--- config.mk ---
export PLATFORM = sky130hd
export DESIGN_NAME = spi_reg_arbiter
export DESIGN_NICKNAME = d
export VERILOG_FILES = /design/src/rtl/spi_reg_arbiter.sv
export SDC_FILE = /design/constraint.sdc
export NUM_CORES = 1
export LEC_CHECK = 0
export ABC_AREA = 1
export CAP_MARGIN = 20
export CORE_MARGIN = 5
export CORE_UTILIZATION = 48
export CTS_CLUSTER_DIAMETER = 80
export DETAILED_ROUTE_END_ITERATION = 10
export GPL_TIMING_DRIVEN = 1
export PLACE_DENSITY = 0.82
export SLEW_MARGIN = 0
export SYNTH_ARGS = -nofsm -noshare
export SYNTH_HDL_FRONTEND = slang
export SYNTH_SLANG_ARGS = --single-unit
--- constraint.sdc ---
create_clock -name clk -period 2.2 [get_ports clk]
set_clock_uncertainty 0.05 [all_clocks]
set_input_delay 0.22 -clock clk [delete_from_list [all_inputs] [get_ports clk]]
set_output_delay 0.22 -clock clk [all_outputs]
set_load 0.1 [all_outputs]
--- src/rtl/spi_reg_arbiter.sv ---
// spi_reg_arbiter: shares one single-port register bank between a posted
// SPI request FIFO and the TinyQV host req/ack bus, round-robin on contention.
//
// Ports:
//   clk, rst                    clock, synchronous active-high reset
//   spi_valid/we/addr/wdata     posted SPI request (1-cycle pulse)
//   spi_rdata, spi_rvalid       SPI read result and its 1-cycle strobe
//   host_req/we/addr/wdata      host request, held until host_ack
//   host_ack, host_rdata        host completion pulse and read data
//   mem_en/we/addr/wdata        bank access (held when mem_en = 0)
//   mem_rdata                   bank read data, valid the cycle after a read
//   spi_overflow, ovf_clr       sticky dropped-request flag and its clear
//   busy                        access in flight or SPI requests queued
module spi_reg_arbiter #(
   parameter int ADDR_W     = 3,
   parameter int REG_W      = 8,
   parameter int FIFO_DEPTH = 2
) (
   input  logic              clk,
   input  logic              rst,
   input  logic              spi_valid,
   input  logic              spi_we,
   input  logic [ADDR_W-1:0] spi_addr,
   input  logic [REG_W-1:0]  spi_wdata,
   output logic [REG_W-1:0]  spi_rdata,
   output logic              spi_rvalid,
   input  logic              host_req,
   input  logic              host_we,
   input  logic [ADDR_W-1:0] host_addr,
   input  logic [REG_W-1:0]  host_wdata,
   output logic              host_ack,
   output logic [REG_W-1:0]  host_rdata,
   output logic              mem_en,
   output logic              mem_we,
   output logic [ADDR_W-1:0] mem_addr,
   output logic [REG_W-1:0]  mem_wdata,
   input  logic [REG_W-1:0]  mem_rdata,
   output logic              spi_overflow,
   input  logic              ovf_clr,
   output logic              busy
);

   localparam int PW = $clog2(FIFO_DEPTH);
   localparam int EW = 1 + ADDR_W + REG_W;
   localparam logic [PW:0] FULL_CNT = (PW+1)'(FIFO_DEPTH);

   localparam logic [1:0] S_IDLE   = 2'd0;
   localparam logic [1:0] S_ISSUE  = 2'd1;
   localparam logic [1:0] S_RDWAIT = 2'd2;

   logic [EW-1:0]     fifo_q [FIFO_DEPTH];
   logic [PW-1:0]     wptr_q, wptr_d;
   logic [PW-1:0]     rptr_q, rptr_d;
   logic [PW:0]       cnt_q, cnt_d;

   logic [1:0]        state_q, state_d;
   logic              last_spi_q, last_spi_d;
   logic              op_spi_q, op_spi_d;
   logic              op_we_q, op_we_d;
   logic [ADDR_W-1:0] op_addr_q, op_addr_d;
   logic [REG_W-1:0]  op_wdata_q, op_wdata_d;

   logic              host_ack_q, host_ack_d;
   logic [REG_W-1:0]  host_rdata_q, host_rdata_d;
   logic              spi_rvalid_q, spi_rvalid_d;
   logic [REG_W-1:0]  spi_rdata_q, spi_rdata_d;
   logic              ovf_q, ovf_d;

   logic              fifo_empty, fifo_full;
   logic              spi_cand, host_cand;
   logic              grant_spi, grant_host;
   logic              push, pop, drop;
   logic [EW-1:0]     head;

   assign fifo_empty = (cnt_q == '0);
   assign fifo_full  = (cnt_q == FULL_CNT);
   assign head       = fifo_q[rptr_q];

   // The ack cycle is not a request: the host has not yet seen it.
   assign spi_cand  = ~fifo_empty;
   assign host_cand = host_req & ~host_ack_q;

   always_comb begin
      grant_spi  = 1'b0;
      grant_host = 1'b0;
      if (state_q == S_IDLE) begin
         if (spi_cand && host_cand) begin
            grant_spi  = ~last_spi_q;
            grant_host = last_spi_q;
         end else begin
            grant_spi  = spi_cand;
            grant_host = host_cand;
         end
      end
   end

   // A full FIFO still accepts a push when it pops in the same cycle.
   assign pop  = grant_spi;
   assign push = spi_valid & (~fifo_full | pop);
   assign drop = spi_valid & fifo_full & ~pop;

   always_comb begin
      wptr_d = push ? wptr_q + 1'b1 : wptr_q;
      rptr_d = pop  ? rptr_q + 1'b1 : rptr_q;
      case ({push, pop})
         2'b10:   cnt_d = cnt_q + 1'b1;
         2'b01:   cnt_d = cnt_q - 1'b1;
         default: cnt_d = cnt_q;
      endcase
   end

   always_comb begin
      state_d      = state_q;
      last_spi_d   = last_spi_q;
      op_spi_d     = op_spi_q;
      op_we_d      = op_we_q;
      op_addr_d    = op_addr_q;
      op_wdata_d   = op_wdata_q;
      host_ack_d   = 1'b0;
      host_rdata_d = host_rdata_q;
      spi_rvalid_d = 1'b0;
      spi_rdata_d  = spi_rdata_q;
      // Set wins over clear.
      ovf_d        = drop ? 1'b1 : (ovf_clr ? 1'b0 : ovf_q);

      case (state_q)
         S_IDLE: begin
            if (grant_spi) begin
               op_spi_d   = 1'b1;
               op_we_d    = head[EW-1];
               op_addr_d  = head[EW-2 -: ADDR_W];
               op_wdata_d = head[REG_W-1:0];
               last_spi_d = 1'b1;
               state_d    = S_ISSUE;
            end else if (grant_host) begin
               op_spi_d   = 1'b0;
               op_we_d    = host_we;
               op_addr_d  = host_addr;
               op_wdata_d = host_wdata;
               last_spi_d = 1'b0;
               state_d    = S_ISSUE;
            end
         end
         S_ISSUE: begin
            if (op_we_q) begin
               host_ack_d = ~op_spi_q;
               state_d    = S_IDLE;
            end else begin
               state_d    = S_RDWAIT;
            end
         end
         S_RDWAIT: begin
            if (op_spi_q) begin
               spi_rdata_d  = mem_rdata;
               spi_rvalid_d = 1'b1;
            end else begin
               host_rdata_d = mem_rdata;
               host_ack_d   = 1'b1;
            end
            state_d = S_IDLE;
         end
         default: state_d = S_IDLE;
      endcase
   end

   // Storage needs no reset: the pointers define what is valid.
   always_ff @(posedge clk) begin
      if (push) fifo_q[wptr_q] <= {spi_we, spi_addr, spi_wdata};
   end

   always_ff @(posedge clk) begin
      if (rst) begin
         wptr_q       <= '0;
         rptr_q       <= '0;
         cnt_q        <= '0;
         state_q      <= S_IDLE;
         last_spi_q   <= 1'b0;
         op_spi_q     <= 1'b0;
         op_we_q      <= 1'b0;
         op_addr_q    <= '0;
         op_wdata_q   <= '0;
         host_ack_q   <= 1'b0;
         host_rdata_q <= '0;
         spi_rvalid_q <= 1'b0;
         spi_rdata_q  <= '0;
         ovf_q        <= 1'b0;
      end else begin
         wptr_q       <= wptr_d;
         rptr_q       <= rptr_d;
         cnt_q        <= cnt_d;
         state_q      <= state_d;
         last_spi_q   <= last_spi_d;
         op_spi_q     <= op_spi_d;
         op_we_q      <= op_we_d;
         op_addr_q    <= op_addr_d;
         op_wdata_q   <= op_wdata_d;
         host_ack_q   <= host_ack_d;
         host_rdata_q <= host_rdata_d;
         spi_rvalid_q <= spi_rvalid_d;
         spi_rdata_q  <= spi_rdata_d;
         ovf_q        <= ovf_d;
      end
   end

   assign mem_en       = (state_q == S_ISSUE);
   assign mem_we       = op_we_q;
   assign mem_addr     = op_addr_q;
   assign mem_wdata    = op_wdata_q;
   assign host_ack     = host_ack_q;
   assign host_rdata   = host_rdata_q;
   assign spi_rvalid   = spi_rvalid_q;
   assign spi_rdata    = spi_rdata_q;
   assign spi_overflow = ovf_q;
   assign busy         = (state_q != S_IDLE) | ~fifo_empty;

endmodule

Word-level counts from Yosys, hierarchy flattened
Memories as Yosys holds them, arrays and structs flattened. A register that Yosys moved wholly into a read port is not among the register bits.
Index checks and enable logic that the tools add are counted.
{"block": "word_totals", "output_inout_bits": 33, "register_bits": 38, "n_memories": 1, "ram_bits": 24}
{"name": "fifo_q", "depth": 2, "word_bits": 12, "read_ports": 1, "rd_clocked_by_memory_dff": 1, "wr": 1, "line": "51", "source": "logic [EW-1:0] fifo_q [FIFO_DEPTH];"}
{"block": "classes", "muxes": 27, "n_bitwise": 12, "eq_ne": 6, "n_addsub": 4, "n_reduce_logical": 11}
{"cell": "two-way mux 1 bit", "count": 17}
{"cell": "two-way mux 8 bit", "count": 2}
{"cell": "one-hot mux 2 bit (2 select lines)", "count": 2}
{"cell": "nonzero test 2 bit", "count": 4}
{"cell": "== test 2 bit (second input constant)", "count": 3}
{"cell": "two-way mux 2 bit", "count": 3}
{"cell": "two-way mux 3 bit", "count": 2}
{"cell": "inverter 1 bit", "count": 6}
{"cell": "AND reduction 2 bit", "count": 3}
{"cell": "bitwise AND 1 bit", "count": 4}
{"cell": "== test 2 x 1 -> 1 bit (second input constant)", "count": 2}
{"cell": "zero test 2 bit", "count": 2}
{"cell": "!= test 3 bit (second input constant)", "count": 1}
{"cell": "adder 1 bit (second input constant)", "count": 2}
{"cell": "adder 2 x 1 -> 2 bit (second input constant)", "count": 1}
{"cell": "bitwise OR 1 bit", "count": 2}
{"cell": "one-hot mux 1 bit (2 select lines)", "count": 1}
{"cell": "OR reduction 2 bit", "count": 1}
{"cell": "subtractor 2 x 1 -> 2 bit (second input constant)", "count": 1}
{"cell": "logical AND 1 bit", "count": 1}

Depth between registers and ports, before layout
{"block": "logic_depth", "ltp_word": 9, "mapped_depth": 11}

Least setup slack after synthesis
No wires, ideal clock.
{"block": "synth_timing", "path_kind": "register to register", "from": "register host_ack_q (netlist: host_ack)", "to": "memory fifo_q[0][0] in the netlist's numbering, enable pin", "arrival_ns": 2.045, "stages_incl_launch_ff": 7, "synth_period_minus_slack_ns": 2.475, "path_slack_ns": -0.275, "required_time_ns": 1.770, "path_cell_list": "dfxtp_1 > inv_1 > nand3_1 > nand2_4 > nand3_1 > nand2_1 > nor2_1"}
{"block": "synth_via", "elab_chain_cells": 9}
{"element": "start, declared", "line": "63", "source": "logic host_ack_q, host_ack_d;"}
{"element": "start signal, assigned", "line": "197", "source": "host_ack_q <= host_ack_d;"}
{"element": "inverter 1 bit", "line": "81", "source": "assign host_cand = host_req & ~host_ack_q;"}
{"element": "bitwise AND 1 bit", "line": "81"}
{"element": "logical AND 1 bit", "line": "87", "source": "if (spi_cand && host_cand) begin"}
{"element": "two-way mux 1 bit", "line": "87"}
{"element": "two-way mux 1 bit", "line": "86", "source": "if (state_q == S_IDLE) begin"}
{"element": "bitwise OR 1 bit", "line": "99", "source": "assign push = spi_valid & (~fifo_full | pop);"}
{"element": "bitwise AND 1 bit", "line": "99"}
{"element": "two-way mux 1 bit", "line": "168", "source": "if (push) fifo_q[wptr_q] <= {spi_we, spi_addr, spi_wdata};"}
{"element": "two-way mux 1 bit (not written as such)", "line": "168"}
{"element": "end, declared", "line": "51"}
Every way passes these cells.

Worst setup path in the final report
{"block": "layout_timing", "from": "register state_q[0]", "to": "memory fifo_q[1][11] in the netlist's numbering, enable pin"}
{"block": "layout_via", "elab_chain_cells": 6}
{"element": "start, declared", "line": "56", "source": "logic [1:0] state_q, state_d;"}
{"element": "start signal, assigned", "line": "191", "source": "state_q <= state_d;"}
{"element": "zero test 2 bit", "line": "86"}
{"element": "two-way mux 1 bit", "line": "86"}
{"element": "bitwise OR 1 bit", "line": "99"}
{"element": "bitwise AND 1 bit", "line": "99"}
{"element": "two-way mux 1 bit", "line": "168"}
{"element": "two-way mux 1 bit (not written as such)", "line": "168"}
Every way passes these cells.

==> run_results.csv <==
group,metric,value,unit
worst_setup_path,crit_end,"fifo_q[1][11]",
route,drt-pass1-iter-count,4,
worst_setup_path,cp.depth,8,
synthesis,ys_ff_latch,63,
cts,max-clock-path-buffers,2,
global_route,antenna_found_initial,0,
global_route,grt_max_degree,25,
synthesis,ys_seq_area_frac,0.581,
synthesis,synthAdderAreaFrac,0.0145,
die,rows,26,
cts,insertion_delay,0.34,ns
global_route,track_usage,0.167,
cells_and_area,diodes,0,
worst_setup_path,rr_startpoint,"state_q[0]",
sta,tightest_slew,0.679,ns
route,dr_total_vias,2093,
synthesis,avgSynthCellArea,8.73,um2
placement,post-place-ws,0.255,ns
worst_setup_path,cp.arrival,1.89,ns
die,chipHeight,83.4,um
global_route,grt_pass1_vias,2020,
worst_setup_path,critPathTopFamily,"buffers and inverters",
worst_setup_path,crit_path_end_kind,"register",
run,drv_cap,0,
placement,gp_congestion,0.795,
global_route,overflow,0,
synthesis,syn-num-nets,336,
cells_and_area,finalNonFillerCells,445,
worst_setup_path,crit_buf_inv,3,
worst_setup_path,r2r_cells,8,
sta,fmax,0.512,GHz
route,ant_nets,0,
synthesis,syn_inst,296,
sta,fin_crit_sh,0.888,
hold_path,hp-start,"rptr_q",
sta,rsz0062_at_grt,"false",
worst_setup_path,crit_start,"state_q[0]",
cells_and_area,syn_to_final_growth,34.2,%
die,die-area,6950,um2
worst_setup_path,cp_cell_sequence,"inv_1 > ha_1 > inv_1 > nor2_4 > nand2_4 > nand3_1 > nand3_1 > inv_1",
placement,placedCellCount,429,
route,viasPerCell,4.70,
cts,path_clk_slew,0.06,ns
synthesis,synth.distinct_cells,24,
cts,cts_hold_buffers,0,
worst_setup_path,crit_path_max_incr_delay,0.36,ns
worst_setup_path,crit_slowest_cell,"inv_1",
worst_setup_path,r2r_setup_slack,0.25,ns
sta,hold_viol,0,
cells_and_area,final-seq-area,1500,um2
worst_setup_path,cp_data_required_time,2.14,ns
synthesis,synthSimpleGateAreaFrac,0.244,
placement,port_buffers,69,
die,start_util,0.500,
sta,setup_viol_count_final,0,
die,io_pins,70,
sta,fin_setup_tns,0,ns
die,core_region_area,5170,um2
worst_setup_path,start_kind,"register",
route,first_iter_violations,143,
cts,cts_tree,"built",
die,die_x,83.4,um
cells_and_area,fillers,393,
worst_setup_path,reg2reg_to,"fifo_q[1][11]",
sta,maxSlewHeadroom,0.546,
cts,htree_levels,3,
hold_path,worstHoldPathType,"register to register",
worst_setup_path,cpMostUsedCell,"inv_1",
worst_setup_path,path_max_fanout,12,
route,wl,5.57,mm
outcome,status,"finished, final reports clean",
synthesis,synth_top_family_by_area,"simple AND/OR/NAND/NOR gates",
sta,finalMaxSlewViolations,0,
cts,cts_setup_buffers,0,
synthesis,synth-compound-area-share,0.0784,
synthesis,yosys_warnings,0,
worst_setup_path,crit_type,"register to register",
global_route,grt_first_pass_wirelength,9.27,mm
placement,dp_hpwl,3.91,mm
synthesis,synth.area.mux_share,0,
route,wl_per_cell,12.5,um
synthesis,syn_area,2580,um2
cts,cts_root_buffer,"clkbuf_8",
cells_and_area,multi_input_area,871,um2
cts,cts_buffers,9,
cts,clock-sinks,63,
sta,setup_ws,0.247,ns
cells_and_area,nets,410,
cts,cts_resized,0,
synthesis,synth_xor_area_frac,0,
route,drc,0,
sta,fin_crit,1.95,ns
cells_and_area,drive_above_1_share,0.171,
[layout make-up]
type,count,area share
Sequential cell,63,0.433
Multi-Input combinational cell,183,0.251
Timing Repair Buffer,73,0.188
Clock buffer,14,0.0559
Inverter,40,0.0440
Tap cell,70,0.0253
Clock inverter,2,0.00289
[sequential cells by signal (all words and copies together) (netlist names), named ones only]
name,cells
op_spi_q,1
spi_overflow,1
mem_addr,3
rptr_q,1
spi_rdata,8
host_ack,1
wptr_q,1
mem_we,1
spi_rvalid,1
host_rdata,8
state_q,2
cnt_q,2
mem_wdata,8
fifo_q,24
[worst register-to-register path, stage by stage (launching register included)]
cell and delay [ns]:
dfxtp_1 0.32, inv_1 0.08, ha_1 0.26, inv_1 0.11, nor2_4 0.15, nand2_4 0.06
nand3_1 0.11, nand3_1 0.10, inv_1 0.36
[synthesized netlist by cell type]
master    number  area (um2)
clkbuf_1       4        15.0
buf_4          1        7.51
buf_6          2        22.5
inv_1         38         143
a21oi_1        8        40.0
o211ai_1       1        7.51
nand2_2        2        12.5
nand3b_1       1        7.51
dfxtp_1       39         781
inv_2          1        3.75
nand4_1        1        6.26
ha_1           3        37.5
nand2_1       48         180
nor3_1         1        5.00
nor2_1        40         150
buf_2          3        15.0
o21ai_0       31         155
inv_4          1        6.26
or2_0          8        50.1
nand2_4        1        11.3
or2_2          4        25.0
nand3_1       32         160
nor2_4         2        22.5
edfxtp_1      24         721
[cell usage in the layout, fill, tap and decap left out, drive strengths merged]
cell	instances
nand2	51
nor2	42
inv	40
dfxtp	39
buf	37
clkdlybuf4s50	36
nand3	32
o21ai	31
edfxtp	24
clkbuf	14
or2	12
a21oi	8
ha	3
clkinv	2
nand3b	1
o211ai	1
nor3	1
nand4	1
[cells by family (layout without fill, tap and decap cells)]
kind of cell | count (synthesis) | after routing
flip-flops | 63 | 63
AO/OA/AOI/OAI | 40 | 40
buffers and inverters | 50 | 129
adder cells (fa/ha/maj) | 3 | 3
AND/OR/NAND/NOR | 140 | 140
[layer usage]
metal,wire length (um),GRT usage
met2,2690,0.262
met5,0,0
met4,127,0.0847
met3,359,0.0653
met1,2390,0.197
[how the worst min path moves through the flow]
stage	endpoint	slack [ns]	cells after the start
after CTS	fifo_q[1][3]	0.40	1
final	rptr_q	0.42	1
after detailed placement	register	0.40	1
after global routing	fifo_q[1][4]	0.40	1
after floorplan	op_spi_q	0.24	1
after global placement	rptr_q	0.39	1
[metrics by stage]
| stage | utilization | instance area (um2) | hold slack, ns |
|---|---|---|---|
| 2_1_floorplan | - | 2590 | 0.239 |
| 3_3_place_gp | 0.631 | 3260 | 0.386 |
| 3_5_place_dp | 0.631 | 3260 | 0.396 |
| 4_1_cts | 0.671 | 3470 | 0.405 |
| 5_1_grt | 0.671 | 3470 | 0.404 |
| 6_report | 0.671 | 3470 | 0.418 |
Power is left out: the tool's default activity adds up to more than one toggle a clock period on the data nets, which glitch-free logic cannot reach.
